### config.mk
export PLATFORM = sky130hd
export DESIGN_NAME = screen_fader
export DESIGN_NICKNAME = d
export VERILOG_FILES = /design/src/rtl/video_pkg.sv /design/src/rtl/color_scale.sv /design/src/rtl/screen_fader.sv
export SDC_FILE = /design/constraint.sdc
export NUM_CORES = 1
export LEC_CHECK = 0
export BUFFER_PORTS_ARGS = -buffer_cell sky130_fd_sc_hd__buf_2
export CAP_MARGIN = 20
export CORE_MARGIN = 5
export CORE_UTILIZATION = 37
export DETAILED_ROUTE_END_ITERATION = 6
export GPL_TIMING_DRIVEN = 0
export HOLD_SLACK_MARGIN = 0.05
export PLACE_DENSITY = 0.84
export REMOVE_ABC_BUFFERS = 1
export SYNTH_ARGS = -nofsm -noshare
export SYNTH_HDL_FRONTEND = slang
export SYNTH_HIERARCHICAL = 1
export SYNTH_SLANG_ARGS = --single-unit
### constraint.sdc
create_clock -name clk -period 1.4 [get_ports clk]
set_clock_uncertainty 0.15 [all_clocks]
set_input_delay 0.07 -clock clk [delete_from_list [all_inputs] [get_ports clk]]
set_output_delay 0.07 -clock clk [all_outputs]
set_load 0.1 [all_outputs]
### src/rtl/video_pkg.sv
// Shared video-path definitions for the screen compositor.
//   fade_state_t : fade sequencer states
//   LVL_W        : brightness level width
//   LVL_MAX      : full brightness (exact pass-through)
package video_pkg;

  typedef enum logic [1:0] {
    IDLE     = 2'd0,
    FADE_OUT = 2'd1,
    SWAP     = 2'd2,
    FADE_IN  = 2'd3
  } fade_state_t;

  localparam int LVL_W = 4;
  localparam logic [LVL_W-1:0] LVL_MAX = 4'd15;

endpackage

### src/rtl/color_scale.sv
// Combinational three-channel brightness scaler.
//   pix    : packed {R,G,B} input pixel, CH_W bits per channel
//   level  : brightness 0..15; 0 is black, 15 is exact pass-through
//   scaled : packed {R,G,B} scaled pixel
// Only present when SCREEN_FADE_EN is defined (the cut-only build has no scaler).
`ifdef SCREEN_FADE_EN
module color_scale
  import video_pkg::*;
#(
  parameter int CH_W = 4
) (
  input  logic [3*CH_W-1:0] pix,
  input  logic [LVL_W-1:0]  level,
  output logic [3*CH_W-1:0] scaled
);

  // ch*(level+1)/16; with level 15 the factor is 16, so the channel passes unchanged.
  function automatic logic [CH_W-1:0] scale_ch(input logic [CH_W-1:0] ch,
                                               input logic [LVL_W-1:0] lvl);
    logic [CH_W+4:0] ch_x;
    logic [CH_W+4:0] lv_x;
    logic [CH_W+4:0] prod;
    ch_x = {5'b0, ch};
    lv_x = {{(CH_W+1){1'b0}}, lvl} + (CH_W+5)'(1);
    prod = ch_x * lv_x;
    if (lvl == '0) scale_ch = '0;
    else           scale_ch = prod[CH_W+3:4];
  endfunction

  always_comb begin
    scaled = '0;
    for (int c = 0; c < 3; c++) begin
      scaled[c*CH_W +: CH_W] = scale_ch(pix[c*CH_W +: CH_W], level);
    end
  end

endmodule
`endif

### src/rtl/screen_fader.sv
// Background compositor: selects one of NUM_SCREENS pixel-aligned colour
// sources and changes screen with a frame-synchronous fade through black.
// Build option: SCREEN_FADE_EN. When undefined, a screen change is a plain
// frame-aligned cut and no scaler is built.
//   clk          : pixel clock
//   rst_n        : asynchronous active-low reset
//   screen_color : screen i at [i*COLOR_W +: COLOR_W], {R,G,B}
//   de           : display enable aligned with screen_color
//   frame_start  : one-cycle pulse per frame during blanking
//   sel          : requested screen (values >= NUM_SCREENS ignored)
//   color        : output pixel, 2 cycles after screen_color/de
//   busy         : a screen change is in progress
//   cur_screen   : screen currently shown
module screen_fader
  import video_pkg::*;
#(
  parameter int NUM_SCREENS     = 4,
  parameter int CH_W            = 4,
  parameter int FRAMES_PER_STEP = 2
) (
  input  logic                            clk,
  input  logic                            rst_n,
  input  logic [NUM_SCREENS*3*CH_W-1:0]   screen_color,
  input  logic                            de,
  input  logic                            frame_start,
  input  logic [$clog2(NUM_SCREENS)-1:0]  sel,
  output logic [3*CH_W-1:0]               color,
  output logic                            busy,
  output logic [$clog2(NUM_SCREENS)-1:0]  cur_screen
);

  localparam int COLOR_W = 3*CH_W;
  localparam int SEL_W   = $clog2(NUM_SCREENS);
  localparam int STEP_W  = (FRAMES_PER_STEP > 1) ? $clog2(FRAMES_PER_STEP) : 1;

  logic [SEL_W-1:0]   cur;
  logic [SEL_W-1:0]   pending;
  logic               sel_ok;
  logic [COLOR_W-1:0] pix_mux;

  assign sel_ok     = ({1'b0, sel} < (SEL_W+1)'(NUM_SCREENS));
  assign pix_mux    = screen_color[cur*COLOR_W +: COLOR_W];
  assign cur_screen = cur;

  // Out-of-range requests are dropped so pending always names a real screen.
  always_ff @(posedge clk or negedge rst_n) begin
    if (!rst_n)      pending <= '0;
    else if (sel_ok) pending <= sel;
  end

  // Stage 1: selected pixel and its enable
  logic [COLOR_W-1:0] pix_p1;
  logic               vld_p1;

  always_ff @(posedge clk) pix_p1 <= pix_mux;

  always_ff @(posedge clk or negedge rst_n) begin
    if (!rst_n) vld_p1 <= 1'b0;
    else        vld_p1 <= de;
  end

`ifdef SCREEN_FADE_EN
  fade_state_t       state;
  logic [LVL_W-1:0]  level;
  logic [STEP_W-1:0] step_cnt;
  logic              step_due;
  logic [LVL_W-1:0]  lvl_p1;
  logic [COLOR_W-1:0] scaled;

  function automatic logic [LVL_W-1:0] lvl_dec(input logic [LVL_W-1:0] l);
    lvl_dec = (l == '0) ? l : l - 1'b1;
  endfunction

  function automatic logic [LVL_W-1:0] lvl_inc(input logic [LVL_W-1:0] l);
    lvl_inc = (l == LVL_MAX) ? l : l + 1'b1;
  endfunction

  assign step_due = (step_cnt == STEP_W'(FRAMES_PER_STEP-1));

  always_ff @(posedge clk or negedge rst_n) begin
    if (!rst_n) begin
      state    <= IDLE;
      level    <= LVL_MAX;
      step_cnt <= '0;
      cur      <= '0;
      busy     <= 1'b0;
    end else begin
      busy <= (state != IDLE);
      case (state)
        IDLE: begin
          level <= LVL_MAX;
          if (pending != cur) begin
            state    <= FADE_OUT;
            step_cnt <= '0;
          end
        end
        FADE_OUT: begin
          if (level == '0) begin
            state <= SWAP;
          end else if (pending == cur) begin
            // Request withdrawn: climb back from the current level.
            state <= FADE_IN;
          end else if (frame_start) begin
            if (step_due) begin
              level    <= lvl_dec(level);
              step_cnt <= '0;
            end else begin
              step_cnt <= step_cnt + 1'b1;
            end
          end
        end
        SWAP: begin
          cur      <= pending;
          step_cnt <= '0;
          state    <= FADE_IN;
        end
        FADE_IN: begin
          if (level == LVL_MAX) begin
            state <= IDLE;
          end else if (pending != cur) begin
            state    <= FADE_OUT;
            step_cnt <= '0;
          end else if (frame_start) begin
            if (step_due) begin
              level    <= lvl_inc(level);
              step_cnt <= '0;
            end else begin
              step_cnt <= step_cnt + 1'b1;
            end
          end
        end
        default: state <= IDLE;
      endcase
    end
  end

  always_ff @(posedge clk or negedge rst_n) begin
    if (!rst_n) lvl_p1 <= LVL_MAX;
    else        lvl_p1 <= level;
  end

  color_scale #(.CH_W(CH_W)) u_scale (
    .pix    (pix_p1),
    .level  (lvl_p1),
    .scaled (scaled)
  );

  // Stage 2: scaled pixel, blanked when de was low
  always_ff @(posedge clk or negedge rst_n) begin
    if (!rst_n) color <= '0;
    else        color <= vld_p1 ? scaled : '0;
  end
`else
  // Cut-only build: switch at the next frame boundary.
  always_ff @(posedge clk or negedge rst_n) begin
    if (!rst_n) begin
      cur  <= '0;
      busy <= 1'b0;
    end else begin
      busy <= (pending != cur);
      if (frame_start && (pending != cur)) cur <= pending;
    end
  end

  // Stage 2: pixel, blanked when de was low
  always_ff @(posedge clk or negedge rst_n) begin
    if (!rst_n) color <= '0;
    else        color <= vld_p1 ? pix_p1 : '0;
  end
`endif

endmodule

==> flow_metrics.env <==
export IMPL_synth_warnings=6
export IMPL_utilization_pct=70.79
export IMPL_grt_overflow_total=0
export IMPL_final_cell_mix="66 x buf_2, 54 x dlygate4sd3_1, 16 x dfrtp_1"
export IMPL_r2r_slack_ps=-3
export IMPL_fin_crit_sh_pct=100.2
export IMPL_synth_cell_types=12
export IMPL_grt_pass1_vias=1233
export IMPL_relSlewSlack_pct=67.43
export IMPL_core_area_sq_um=3003
export IMPL_finalCriticalPeriod_ps=1403
export IMPL_cp_required_ps=1470
export IMPL_avgSynthCellArea_sq_um=18.01
export IMPL_grt_max_degree=19
export IMPL_numCtsBuffers=5
export IMPL_crit_type="register to register"
export IMPL_power_density_nw_per_um2=1095
export IMPL_hold_violations=0
export IMPL_worstMarginPinSlew_ps=492.0
export IMPL_num_vias=1124
export IMPL_syn2layout_area_growth_pct=87.32
export IMPL_setup_ws_ps=-2.925
export IMPL_grt_antenna_before_repair=0
export IMPL_failed_checks="negative setup slack"
export IMPL_totalPowerFinal_w=0.002329
export IMPL_die_x_microns=65.38
export IMPL_cts_sinks=30
export IMPL_drc_errors=0
export IMPL_synth_seq_cells=30
export IMPL_routabilityCongestion=0.7423
export IMPL_critPathMaxFanout=8
export IMPL_drive_above_1_share_pct=49.22
export IMPL_rows=20
export IMPL_sw_frac_of_total_pct=36.28
export IMPL_dr_pass1_iters=4
export IMPL_synthCells=63
export IMPL_track_usage_pct=21.01
export IMPL_cts_buffer_depth=2
export IMPL_crit_path_end_kind="register"
export IMPL_seq_power_share_pct=43.1
export IMPL_outcome="finished with violations"
export IMPL_totalWireLength_microns=4268
export IMPL_final_cells=226
export IMPL_ioPinCount=69
export IMPL_drt_antenna_violating_nets=0
export IMPL_cts_root_buf="clkbuf_4"
export IMPL_initial_core_util_pct=37.79
export IMPL_cp_arrival_ps=1470
export IMPL_hp_class="input pin to register"
export IMPL_h_tree_depth=2
export IMPL_cts_clk_slew_worst_paths_ps=100
export IMPL_clock_fmax_ghz=0.7128
export IMPL_avgRoutedWirePerCell_microns=18.88
export IMPL_dieHeight_microns=65.38
export IMPL_drv_cap=0
export IMPL_irDropWorstVdd_mv=0.4456
export IMPL_dp_cells=160
export IMPL_yosysSeqAreaShare_pct=60.86
export IMPL_final_common_cell="buf_2"
export IMPL_grt_pass1_wl_microns=6334
export IMPL_fin_nets=246
export IMPL_clk_latency_ps=340
export IMPL_internal_power_w=0.001484
export IMPL_vias_per_cell=4.973
export IMPL_io_buffer_count=68
export IMPL_drt_iter0_drc=93
export IMPL_final_setup_viol_count=2
export IMPL_clkPwrFrac_pct=21.3
export IMPL_synthesis_area_sq_um=1135
export IMPL_pwr_share_comb_pct=35.6
export IMPL_finalHoldWorstSlack_ps=212.1
export IMPL_diodes=0
export IMPL_p_switching_w=0.0008449
export IMPL_dieArea_sq_um=4275
export IMPL_rsz0062_at_grt="true"
export IMPL_fillCellCount=189
export IMPL_cts_tree="built"
export IMPL_cp_start_kind="register"
export IMPL_p_leak_nw=1.012
export IMPL_timing_final_max_slew_violations=0
[per-layer routing]
layer / vias to the layer above / wire, microns / GRT usage [%]
li1: 483 / - / -
met1: 567 / 1545 / 22.81
met2: 51 / 2301 / 34.89
met3: 23 / 224 / 6.667
met4: 0 / 197 / 13.99
met5: - / 0 / 0
[what timing repair did]
item / CTS / global route
hold buffers: 54 / 0
endpoints found under the hold margin: 35 / 0
resized for setup: 8 / 6
setup buffers: 4 / 0
setup endpoints to repair: 14 / 7
[area by class of cell]
type	count	area (sq um)	share of cell area, %
Timing Repair Buffer	126	948.4	44.61
Sequential cell	30	695.7	32.73
Multi-Input combinational cell	29	389.1	18.30
Clock buffer	6	41.29	1.942
Tap cell	33	41.29	1.942
Clock inverter	2	10.01	0.4709
[power groups by stage]
stage	combinational [W]	sequential [W]	clock [W]
2_1_floorplan	0.000126	0.00136	0
3_3_place_gp	0.000596	0.00103	0
3_5_place_dp	0.000608	0.00104	0
4_1_cts	0.000795	0.000997	0.000472
5_1_grt	0.000858	0.00101	0.000543
6_report	0.000828	0.00100	0.000497
[sequential cells by signal, summed over array words and instances (netlist names)]
signal	count
vld_p1	1
pending	2
pix_p1	12
cur_screen	2
busy	1
color	12
[synth_stat cells (all sizes together)]
cell type	n	share of area [%]
nand2	1	0.33
dfrtp	18	40
dfxtp	12	21
mux2	2	2.0
xnor2	2	1.5
clkbuf	1	0.33
mux4	12	25
and2	12	6.6
buf	3	3.2
[worst max-delay path, cell delays in order (launching register included)]
cell	delay (ps)
dfrtp_4	450
buf_12	150
mux4_2	530
[per-stage QoR]
stage / setup WS [ps] / cell area [sq um] / setup TNS (ps)
5_1_grt: -12.90 / 2126 / -44.13
6_report: -2.925 / 2126 / -4.958
3_5_place_dp: -351.7 / 1476 / -3947
2_1_floorplan: -836.9 / 1095 / -10940
4_1_cts: 5.176 / 2132 / 0
3_3_place_gp: -326.7 / 1476 / -3526
[worst paths after layout]
path                                        endpoint  depth (start not counted)                       from
max in group asynchronous  cur_screen[0]$_DFFE_PN0P_                          3                      rst_n
hold reg to reg                   color[7]$_DFF_PN0_                          1          pix_p1[7]$_DFF_P_
hold / removal                  pending[0]$_DFF_PN0_                          2                     sel[0]
setup reg to reg                   pix_p1[4]$_DFF_P_                          2  cur_screen[0]$_DFFE_PN0P_
min in group asynchronous         color[7]$_DFF_PN0_                          3                      rst_n
setup / recovery                   pix_p1[4]$_DFF_P_                          2  cur_screen[0]$_DFFE_PN0P_
[kinds of logic after synthesis]
logic type	count (synthesis)	share of synthesized area (%)
XOR/XNOR	2	1.544
buffers and inverters	4	3.527
flip-flops	30	60.86
multiplexers	14	27.12
AND/OR/NAND/NOR	13	6.945
Power figures use the tool's default switching activity.
